`config.mk`:
```
export PLATFORM = sky130hd
export DESIGN_NAME = uart_axil_responder
export DESIGN_NICKNAME = d
export VERILOG_FILES = /design/src/rtl/uart_axil_responder.sv
export SDC_FILE = /design/constraint.sdc
export NUM_CORES = 1
export LEC_CHECK = 0
export BUFFER_PORTS_ARGS = -buffer_cell sky130_fd_sc_hd__clkbuf_2
export CAP_MARGIN = 20
export CORE_UTILIZATION = 45
export DETAILED_ROUTE_END_ITERATION = 12
export MAX_ROUTING_LAYER = met4
export SLEW_MARGIN = 25
export SYNTH_ARGS = -nofsm -noshare
export SYNTH_HDL_FRONTEND = slang
export SYNTH_SLANG_ARGS = --single-unit
export TNS_END_PERCENT = 50
```
`constraint.sdc`:
```
create_clock -name chipset_clk -period 2.58 [get_ports chipset_clk]
set_clock_uncertainty 0.1 [all_clocks]
set_input_delay 0.129 -clock chipset_clk [delete_from_list [all_inputs] [get_ports chipset_clk]]
set_output_delay 0.129 -clock chipset_clk [all_outputs]
set_load 0.03 [all_outputs]
```
`src/rtl/uart_axil_responder.sv`:
```
// UART AXI4-Lite responder: 4-register map over TX/RX byte FIFOs with a registered level interrupt.
// Build option: define UART_AXIL_TX_EMPTY_IRQ_EN to add the sticky tx_drained flag (STATUS[7]) as an irq source.

module uart_axil_responder_fifo #(
  parameter int DEPTH = 16
) (
  input  logic       clk,
  input  logic       rst_n,
  input  logic       flush_i,
  input  logic       push_i,
  input  logic [7:0] din_i,
  input  logic       pop_i,
  output logic [7:0] dout_o,
  output logic       empty_o,
  output logic       full_o
);
  localparam int AW = $clog2(DEPTH);
  localparam logic [AW:0] ONE = 1;

  logic [7:0]  mem_q [DEPTH];
  logic [AW:0] wr_q, rd_q;

  assign empty_o = (wr_q == rd_q);
  assign full_o  = (wr_q == {~rd_q[AW], rd_q[AW-1:0]});
  assign dout_o  = empty_o ? 8'h00 : mem_q[rd_q[AW-1:0]];

  // Flush wins over any push/pop presented on the same edge.
  always_ff @(posedge clk or negedge rst_n) begin
    if (!rst_n) begin
      wr_q <= '0;
      rd_q <= '0;
    end else if (flush_i) begin
      wr_q <= '0;
      rd_q <= '0;
    end else begin
      if (push_i && !full_o) wr_q <= wr_q + ONE;
      if (pop_i && !empty_o) rd_q <= rd_q + ONE;
    end
  end

  always_ff @(posedge clk) begin
    if (push_i && !full_o) mem_q[wr_q[AW-1:0]] <= din_i;
  end
endmodule

module uart_axil_responder #(
  parameter int ADDR_WIDTH = 13,
  parameter int TX_DEPTH   = 16,
  parameter int RX_DEPTH   = 16
) (
  input  logic                  chipset_clk,
  input  logic                  chipset_rst_n,
  input  logic [ADDR_WIDTH-1:0] s_awaddr,
  input  logic                  s_awvalid,
  output logic                  s_awready,
  input  logic [31:0]           s_wdata,
  input  logic [3:0]            s_wstrb,
  input  logic                  s_wvalid,
  output logic                  s_wready,
  output logic [1:0]            s_bresp,
  output logic                  s_bvalid,
  input  logic                  s_bready,
  input  logic [ADDR_WIDTH-1:0] s_araddr,
  input  logic                  s_arvalid,
  output logic                  s_arready,
  output logic [31:0]           s_rdata,
  output logic [1:0]            s_rresp,
  output logic                  s_rvalid,
  input  logic                  s_rready,
  output logic [7:0]            tx_data,
  output logic                  tx_valid,
  input  logic                  tx_ready,
  input  logic [7:0]            rx_data,
  input  logic                  rx_valid,
  output logic                  rx_ready,
  output logic                  uart_irq
);
  localparam logic [1:0] OKAY        = 2'b00;
  localparam logic [1:0] SLVERR      = 2'b10;
  localparam logic [1:0] OFF_RXDATA  = 2'd0;
  localparam logic [1:0] OFF_TXDATA  = 2'd1;
  localparam logic [1:0] OFF_STATUS  = 2'd2;

  logic        alive_q, aw_held_q, w_held_q, w_strb0_q;
  logic [1:0]  aw_off_q, bresp_q, rresp_q;
  logic [7:0]  w_dat_q;
  logic        bvalid_q, rvalid_q, irq_en_q, tx_ovr_q, rx_ovr_q, irq_q;
  logic [31:0] rdata_q;

  logic        aw_fire, w_fire, ar_fire, wr_exec, wr_tx, wr_ctrl, stat_rd;
  logic        tx_empty, tx_full, rx_empty, rx_full, tx_drained;
  logic [7:0]  tx_head, rx_head;
  logic [1:0]  ar_off, wr_resp, rd_resp;
  logic [31:0] status, rd_dat;
  logic        unused_bits;

  assign unused_bits = ^{s_awaddr[ADDR_WIDTH-1:4], s_awaddr[1:0], s_araddr[ADDR_WIDTH-1:4],
                         s_araddr[1:0], s_wdata[31:8], s_wstrb[3:1]};

  // alive_q keeps every ready low while reset is held and for the first cycle after it.
  assign s_awready = alive_q && !aw_held_q && !bvalid_q;
  assign s_wready  = alive_q && !w_held_q && !bvalid_q;
  assign s_arready = alive_q && !rvalid_q;
  assign rx_ready  = alive_q && !rx_full;
  assign tx_valid  = !tx_empty;
  assign tx_data   = tx_head;
  assign s_bvalid  = bvalid_q;
  assign s_bresp   = bresp_q;
  assign s_rvalid  = rvalid_q;
  assign s_rresp   = rresp_q;
  assign s_rdata   = rdata_q;
  assign uart_irq  = irq_q;

  assign aw_fire = s_awvalid && s_awready;
  assign w_fire  = s_wvalid && s_wready;
  assign ar_fire = s_arvalid && s_arready;
  assign ar_off  = s_araddr[3:2];
  assign wr_exec = aw_held_q && w_held_q && !bvalid_q;
  assign wr_tx   = wr_exec && (aw_off_q == OFF_TXDATA) && w_strb0_q;
  assign wr_ctrl = wr_exec && (aw_off_q == 2'd3) && w_strb0_q;
  assign stat_rd = ar_fire && (ar_off == OFF_STATUS);
  assign wr_resp = (aw_off_q == OFF_TXDATA || aw_off_q == 2'd3) ? OKAY : SLVERR;
  assign status  = {24'd0, tx_drained, rx_ovr_q, tx_ovr_q, irq_en_q, tx_full, tx_empty, rx_full, !rx_empty};

  always_comb begin
    rd_dat  = '0;
    rd_resp = OKAY;
    case (ar_off)
      OFF_RXDATA: rd_dat = {24'd0, rx_head};
      OFF_TXDATA: rd_resp = SLVERR;
      OFF_STATUS: rd_dat = status;
      default:    rd_dat = {27'd0, irq_en_q, 4'd0};
    endcase
  end

  uart_axil_responder_fifo #(.DEPTH(TX_DEPTH)) u_tx_fifo (
    .clk(chipset_clk), .rst_n(chipset_rst_n), .flush_i(wr_ctrl && w_dat_q[0]),
    .push_i(wr_tx), .din_i(w_dat_q), .pop_i(tx_valid && tx_ready),
    .dout_o(tx_head), .empty_o(tx_empty), .full_o(tx_full)
  );

  uart_axil_responder_fifo #(.DEPTH(RX_DEPTH)) u_rx_fifo (
    .clk(chipset_clk), .rst_n(chipset_rst_n), .flush_i(wr_ctrl && w_dat_q[1]),
    .push_i(rx_valid && rx_ready), .din_i(rx_data), .pop_i(ar_fire && (ar_off == OFF_RXDATA)),
    .dout_o(rx_head), .empty_o(rx_empty), .full_o(rx_full)
  );

  always_ff @(posedge chipset_clk or negedge chipset_rst_n) begin
    if (!chipset_rst_n) begin
      alive_q   <= 1'b0;
      aw_held_q <= 1'b0;
      w_held_q  <= 1'b0;
      aw_off_q  <= '0;
      w_dat_q   <= '0;
      w_strb0_q <= 1'b0;
      bvalid_q  <= 1'b0;
      bresp_q   <= OKAY;
      rvalid_q  <= 1'b0;
      rresp_q   <= OKAY;
      rdata_q   <= '0;
      irq_en_q  <= 1'b0;
      tx_ovr_q  <= 1'b0;
      rx_ovr_q  <= 1'b0;
      irq_q     <= 1'b0;
    end else begin
      alive_q <= 1'b1;
      if (aw_fire) begin
        aw_held_q <= 1'b1;
        aw_off_q  <= s_awaddr[3:2];
      end
      if (w_fire) begin
        w_held_q  <= 1'b1;
        w_dat_q   <= s_wdata[7:0];
        w_strb0_q <= s_wstrb[0];
      end
      if (wr_exec) begin
        bvalid_q <= 1'b1;
        bresp_q  <= wr_resp;
      end else if (bvalid_q && s_bready) begin
        bvalid_q  <= 1'b0;
        aw_held_q <= 1'b0;
        w_held_q  <= 1'b0;
      end
      if (ar_fire) begin
        rvalid_q <= 1'b1;
        rdata_q  <= rd_dat;
        rresp_q  <= rd_resp;
      end else if (rvalid_q && s_rready) begin
        rvalid_q <= 1'b0;
      end
      if (wr_ctrl) irq_en_q <= w_dat_q[4];
      // A STATUS read returns the pre-edge flags; a set on the same edge survives the clear.
      tx_ovr_q <= (tx_ovr_q && !stat_rd) || (wr_tx && tx_full);
      rx_ovr_q <= (rx_ovr_q && !stat_rd) || (rx_valid && alive_q && rx_full);
      irq_q    <= irq_en_q && (!rx_empty || tx_drained);
    end
  end

`ifdef UART_AXIL_TX_EMPTY_IRQ_EN
  logic tx_drained_q, tx_empty_prev_q;
  always_ff @(posedge chipset_clk or negedge chipset_rst_n) begin
    if (!chipset_rst_n) begin
      tx_drained_q    <= 1'b0;
      tx_empty_prev_q <= 1'b1;
    end else begin
      tx_empty_prev_q <= tx_empty;
      tx_drained_q    <= (tx_drained_q && !stat_rd && !wr_tx) || (tx_empty && !tx_empty_prev_q);
    end
  end
  assign tx_drained = tx_drained_q;
`else
  assign tx_drained = 1'b0;
`endif
endmodule
```
==> metrics.md, run 1 <==
| Metric | Value |
|---|---|
| Status | `complete, but fails checks` |
| Violated checks | `negative setup slack` |
| Crit Reg-Reg Endpoint | `u_tx_fifo.mem_q[3][5]` |
| Final Max Slew Viols | `0` |
| Met2 Use GR | `34.7%` |
| Crit path time final | `2.60 ns` |
| Crit start category | `register` |
| Num ports | `131` |
| Diode count | `0` |
| Clk pwr share | `26.5%` |
| CTS max path bufs | `3` |
| Cell Area, Synth | `12700 um2` |
| First DRT Iteration DRCs | `452` |
| TritonCTS clock tree | `yes` |
| Global routing usage on met1 | `22.3%` |
| Path depth of the worst reg2reg path | `5` |
| Final Hold Viols | `0` |
| F_max | `385 MHz` |
| DRT antenna net count | `0` |
| Worst-Margin Slew | `0.684 ns` |
| Yosys cell types | `50` |
| Num CTS Buffers | `31` |
| Synth top area share | `60.5%` |
| Sequential element share of the synthesized area | `70.3%` |
| Yosys reg bits | `306` |
| Class of the worst hold path | `in -> async` |
| GR peak layer | `met2` |
| DIE AREA | `28900 um2` |
| CP arrival | `2.37 ns` |
| Row Count | `61` |
| Fin crit share | `101%` |
| Ranking of synthesized cells by area | `edfxtp_1, mux4_2, dfrtp_1` |
| Reg2Reg Launch Point | `s_bvalid` |
| Post-Syn Instances | `715` |
| P_leak | `5.40 nW` |
| Share of cells above drive strength 1 | `30.3%` |
| Crit. End Element | `output port` |
| GRT met3 Usage | `2.23%` |
| DP Worst Slack | `0.118 ns` |
| Pwr per Cell Area | `1080 nW/um2` |
| Final worst slack | `-0.0189 ns` |
| Total GRT Usage | `18.9%` |
| Area leader, netlist | `edfxtp_1` |
| Synth Flop Type | `edfxtp_1` |
| PortBufs | `55` |
| Switching share of power | `32.3%` |
| WL/cell | `20.2 um` |
| DRC viols | `0` |
| Flop-to-flop setup slack | `0.14 ns` |
| First-pass GRT wire length | `40.2 mm` |
| Worst path cell trace | `buf_12 -> mux4_2 -> nor2b_1 -> a211oi_2 -> a211oi_1 -> buf_4` |
| Final setup fails | `4` |
| RSZ-0062 raised after global routing | `true` |
| Clock-pin slew on the worst setup and hold paths | `0.06 ns` |
| Vias/cell | `5.26` |
| Switching power | `5.23 mW` |
| Async set-reset flop share out of synthesis | `16.3%` |
| Critical Path Source | `u_tx_fifo.rd_q[0]` |
| MaxCap Viol Count | `0` |
| Clk Tree Root Cell | `clkbuf_16` |
| DR pass1 iterations | `6` |
| Reg power frac | `41.5%` |
| Cell with the most instances after synthesis | `edfxtp_1` |
| Total gr overflow | `0` |
| Max stage delay cell, worst path | `dfrtp_2` |
| Core region area | `27800 um2` |
| Critical Path Fanout Max | `6` |
| Worst Path Required | `2.35 ns` |
| Combinational power share | `32.0%` |
| Crit path largest cell delay | `0.50 ns` |
| EDFF count, synth | `256` |
| Most frequent cells after synthesis | `edfxtp_1, mux4_2, dfrtp_1` |
| HPWL Detailed | `16.7 mm` |
| Initial Util | `45.8%` |
| Int Power | `11.0 mW` |
| Worst VDD drop | `0.644 mV` |
| GP Congestion | `0.792` |
| Via count | `6575` |
| CTS sink cnt | `306` |
| Vias in the first global route | `7078` |
| Antenna violations before repair | `0` |
| Largest net degree at the start of global routing | `42` |
| Setup CP Type | `reg -> out` |
| Slew headroom | `54.3%` |
| Yosys warnings | `0` |
| Fill count | `2245` |
| H-tree depth | `1` |
| P&R area growth vs syn | `18.3%` |
| Synthesized area per cell | `17.8 um2` |
| Chip width | `170 um` |
| Die H | `170 um` |
| Hold Worst Slack | `0.0590 ns` |
| Clk_lat worst skew | `0.54 ns` |
| Fin nets | `936` |
| Final WL | `25.2 mm` |
critical path, delay by kind of cell (launching register included):
| kind | cells | cell delay, ns |
|---|---|---|
| buffers and inverters | 2 | 0.36 |
| AO/OA/AOI/OAI | 2 | 0.30 |
| AND/OR/NAND/NOR | 1 | 0.15 |
| flip-flops | 1 | 0.50 |
| multiplexers | 1 | 0.50 |
metrics by stage:
| step | area, um2 | TNS (ns) | power, mW | instances | util, % |
|---|---|---|---|---|---|
| finish | 15000 | -0.0392 | 16.2 | 1249 | 54.1 |
| global route | 15000 | -0.656 | 16.9 | 1249 | 54.1 |
| CTS | 15000 | -0.417 | 16.3 | 1247 | 53.9 |
| detailed placement | 13500 | 0 | 11.6 | 1152 | 48.6 |
| global placement | 13500 | 0 | 11.4 | 1152 | 48.6 |
| floorplan | 12800 | 0 | 10.1 | 740 | - |
sequential cells by signal, indices dropped and copies added, names as in the netlist, 2 cells and up:
name and flops:
u_tx_fifo.wr_q 5, u_rx_fifo.wr_q 5, s_rdata 8, u_rx_fifo.mem_q 128, w_dat_q 8, u_rx_fifo.rd_q 5, u_tx_fifo.mem_q 128, aw_off_q 2
u_tx_fifo.rd_q 5
power by group through the flow:
stage,combinational [mW],clock [mW],sequential (mW)
global placement,4.68,0,6.77
global route,5.60,4.55,6.80
floorplan,3.42,0,6.68
CTS,5.24,4.37,6.73
finish,5.19,4.29,6.73
detailed placement,4.77,0,6.82
metal layers:
layer / vias up / wire length, um
li1: 3007 / -
met1: 3435 / 10200
met2: 101 / 14000
met3: 32 / 596
met4: 0 / 408
met5: - / 0
cell type report:
class | instances | area (um2) | area share, %
clock buffers | 37 | 798 | 5.31
clock inverters | 20 | 176 | 1.17
inverters | 12 | 45.0 | 0.300
multi-input cells | 359 | 3530 | 23.5
flip-flops and latches | 306 | 8940 | 59.5
well taps | 378 | 473 | 3.15
repair buffers | 137 | 1070 | 7.12
cells in the final DEF (no fill, tap or decap), types with 7 or more instances in the layout:
cell | synthesis | routed
a211oi_1 | 18 | 7
xnor2_1 | 11 | 11
and3_1 | 16 | 16
conb_1 | 2 | 27
mux4_2 | 62 | 62
mux2_2 | 13 | 13
inv_1 | 11 | 11
nor2b_1 | 15 | 13
and2_1 | 19 | 8
o21ai_0 | 12 | 12
dfrtp_1 | 50 | 47
a22oi_1 | 14 | 14
a211oi_2 | 0 | 11
mux2i_1 | 13 | 12
clkbuf_16 | 0 | 31
buf_4 | 30 | 47
nor3_1 | 7 | 7
dlygate4sd3_1 | 0 | 33
clkinv_2 | 0 | 8
nand2_1 | 28 | 28
ha_1 | 10 | 10
edfxtp_1 | 256 | 256
clkbuf_2 | 1 | 45
and2_2 | 0 | 11
nor2_1 | 32 | 32
xor2_1 | 11 | 11
logic make-up after synthesis:
logic type	count (synthesis)	synth area share, %
and+or+nand+nor	140	5.90
other	2	0.0591
adders and majority gates	10	0.984
muxes	90	13.3
DFF	306	70.3
AOI/OAI and AO/OA	68	4.10
xor gates and xnor gates	24	1.77
buffers and inverters	75	3.53
repair_timing:
item | in CTS | in global routing
hold endpoints to repair | 207 | 0
hold buffers | 33 | 0
pin swaps | 9 | 8
buffers inserted | 3 | 4
setup endpoints to repair | 9 | 99
gates cloned | 2 | 0
resized for setup | 26 | 31
worst max path at each step:
| stage | end | slack [ns] | cells after the start |
|---|---|---|---|
| finish | tx_data[1] | -0.02 | 6 |
| global placement | u_tx_fifo.mem_q[6][3] | 0.20 | 5 |
| detailed placement | u_tx_fifo.mem_q[2][5] | 0.12 | 5 |
| global route | tx_data[4] | -0.10 | 6 |
| CTS | tx_data[5] | -0.07 | 7 |
| floorplan | w_dat_q[0] | 0.22 | 4 |
No activity file was read; power rests on OpenSTA's default activity.
==> run 2, diff against run 1 <==
--- a/config.mk
+++ b/config.mk
@@ -7,9 +7,11 @@
 export LEC_CHECK = 0
 export BUFFER_PORTS_ARGS = -buffer_cell sky130_fd_sc_hd__clkbuf_2
 export CAP_MARGIN = 20
+export CORE_MARGIN = 4
 export CORE_UTILIZATION = 45
 export DETAILED_ROUTE_END_ITERATION = 12
 export MAX_ROUTING_LAYER = met4
+export REMOVE_ABC_BUFFERS = 1
 export SLEW_MARGIN = 25
 export SYNTH_ARGS = -nofsm -noshare
 export SYNTH_HDL_FRONTEND = slang
==> run 2 against run 1 <==
  * Count of clock-buffer cells in the layout rose by 8
  * Register-to-register slack improved by 0.07 ns
  * Critical path depth rose by 1
  * Fmax rose by 3.0%
  * Setup slack improved by 0.076 ns
  * Wire length rose by 3.6%
  * Die area rose by 7.2%
  * Total power rose by 2.8%
  * Sequential power fell by 0.6%
  * Global-route usage fell by 1.2 points
  * The run now ends clean
==> metrics.md, run 2 (same netlist as run 1, synthesis figures left out) <==
| Metric | Value |
|---|---|
| Status | `complete, no violations` |
| Diode count | `0 (unchanged)` |
| Layout Cells excl Fill | `1258 (+0.72%)` |
| Total gr overflow | `0 (unchanged)` |
| Crit path time final | `2.52 ns (-0.0763 ns)` |
| P_leak | `5.47 nW (+1.3%)` |
| Chip width | `176 um (+3.5%)` |
| PortBufs | `55 (unchanged)` |
| WL/cell | `20.8 um (+2.8%)` |
| Crit path largest cell delay | `0.51 ns (about the same)` |
| DRT antenna net count | `0 (unchanged)` |
| Worst Path Required | `2.35 ns (about the same)` |
| CTS max path bufs | `3 (unchanged)` |
| CP most frequent cell | `buf_12` |
| CTS sink cnt | `306 (unchanged)` |
| H-tree depth | `2 (+1)` |
| DP Worst Slack | `0.213 ns (+0.0944 ns)` |
| DRC viols | `0 (unchanged)` |
| Worst path bufs/invs | `4 (+2)` |
| Num CTS Buffers | `34 (+9.7%)` |
| Clock-pin slew on the worst setup and hold paths | `0.06 ns (about the same)` |
| Setup CP Type | `reg -> out` |
| Initial Util | `45.6% (-0.13 points)` |
| Max stage delay cell, worst path | `mux4_2` |
| CP arrival | `2.29 ns (-0.08 ns)` |
| Placed insts | `1159 (+0.61%)` |
| Die H | `176 um (+3.5%)` |
| Slew headroom | `42.1% (-12 points)` |
| DR pass1 iterations | `8 (+2)` |
| Overall power | `16.6 mW (+2.8%)` |
| Final worst slack | `0.0574 ns (+0.0763 ns)` |
| Total GRT Usage | `17.7% (-1.2 points)` |
| Post-route core utilization | `54.5% (+0.36 points)` |
| Clk_lat worst skew | `0.51 ns (-0.03 ns)` |
| Antenna violations before repair | `0 (unchanged)` |
| Largest net degree at the start of global routing | `37 (-12%)` |
| Crit start category | `register` |
| Vias in the first global route | `7257 (+2.5%)` |
| Fin crit share | `97.8% (-3.0 points)` |
| Vias/cell | `5.29 (+0.49%)` |
| Fill count | `2171 (-3.3%)` |
| Final Hold Viols | `0 (unchanged)` |
| Worst path cell trace | `buf_12 -> buf_12 -> buf_12 -> mux4_2 -> mux2i_2 -> a211oi_1 -> buf_4` |
| Class of the worst hold path | `in -> reg` |
| P&R area growth vs syn | `19.4%` |
| Worst VDD drop | `0.637 mV (-1.0%)` |
| Crit. End Element | `output port` |
| Fin nets | `943 (+0.75%)` |
| F_max | `396 MHz (+3.0%)` |
| Commonest non-fill, non-tap cells in the layout | `edfxtp_1, mux4_2, buf_4, dfrtp_1, clkbuf_2` |
| Num ports | `131 (unchanged)` |
| Clk Tree Root Cell | `clkbuf_16` |
| Sequential cell area | `8940 um2 (about the same)` |
| Pwr per Cell Area | `1100 nW/um2 (+1.8%)` |
| HPWL Detailed | `17.1 mm (+2.7%)` |
| Commonest non-fill, non-tap cell in the layout | `edfxtp_1` |
| First-pass GRT wire length | `41.4 mm (+3.2%)` |
| DIE AREA | `31000 um2 (+7.2%)` |
| Core region area | `27900 um2 (+0.28%)` |
| Worst-Margin Slew | `0.869 ns (+0.185 ns)` |
| Via count | `6655 (+1.2%)` |
| RSZ-0062 raised after global routing | `true` |
| GP Congestion | `0.811 (+2.4%)` |
| TritonCTS clock tree | `yes` |
| Final WL | `26.1 mm (+3.6%)` |
| Critical Path Fanout Max | `5 (-1)` |
| Multi-input logic area | `3500 um2 (-0.67%)` |
| Critical path's top delay family | `multiplexers` |
| First DRT Iteration DRCs | `450 (-0.44%)` |
| Final Max Slew Viols | `0 (unchanged)` |
| MaxCap Viol Count | `0 (unchanged)` |
| Row Count | `61 (unchanged)` |
| Share of cells above drive strength 1 | `29.9% (-0.42 points)` |
| Final setup fails | `0 (-4)` |
-- run 2: changes by cell type in the layout (fill, tap and decap cells not counted), sizes merged --
cell / change
clkinv: -1
bufinv: -2
inv: +1
buf: +7
clkinvlp: -1
dlygate4sd3: -2
clkbuf: +7
-- run 2: final cells by class --
| class | count | share of cell area [%] |
|---|---|---|
| Sequential cell | 306 | 58.9 |
| Multi-Input combinational cell | 359 | 23.1 |
| Timing Repair Buffer | 141 | 7.45 |
| Clock buffer | 45 | 6.23 |
| Tap cell | 378 | 3.12 |
| Clock inverter | 17 | 0.907 |
| Inverter | 12 | 0.297 |
-- run 2: worst paths after layout --
check                                        end  cells after the start         startpoint  slack (ns)
max reg2reg                u_tx_fifo.mem_q[7][7]                      5          aw_held_q        0.21
min in group asynchronous            aw_off_q[0]                      2      chipset_rst_n        0.20
min reg2reg                           s_rdata[0]                      2         s_rdata[0]        0.41
max                                   tx_data[2]                      7  u_tx_fifo.rd_q[0]        0.06
min                                   s_rdata[4]                      4        s_araddr[3]        0.05
max in group asynchronous      u_tx_fifo.wr_q[4]                      3      chipset_rst_n        1.51
-- run 2: timing repair --
action | 4_1_cts | 5_1_grt
pin swaps | 4 | 2
setup endpoints to repair | 8 | 8
buffers inserted | 4 | 0
endpoints found under the hold margin | 169 | 0
hold buffers | 31 | 0
cloned | 1 | 1
gates resized for setup | 14 | 21
-- run 2: tightest hold or removal path, cell delays in order --
cell and delay, ns:
clkbuf_2 0.18, nand2_1 0.09, nor2_1 0.08, a221o_1 0.11
-- run 2: layer usage --
metal | GRT usage, % | vias to the layer above | wire length, um
li1 | - | 3022 | -
met1 | 23.3 | 3452 | 11300
met2 | 29.7 | 141 | 13400
met3 | 2.48 | 40 | 922
met4 | 4.06 | 0 | 549
met5 | - | - | 0
-- run 2: metrics by stage --
stage	hold WS (ns)	TNS [ns]	cell area, um2
floorplan	-0.267	-147.86	12400
global placement	0.195	0	13600
detailed placement	0.226	0	13600
CTS	0.0303	-0.0411	15100
global route	0.0508	-0.0415	15200
finish	0.0486	0	15200
-- run 2: power by group --
part	switching [mW]	total (mW)	internal, mW
logic	2.91	5.37	2.47
clock network	1.88	4.58	2.71
registers	0.592	6.69	6.10
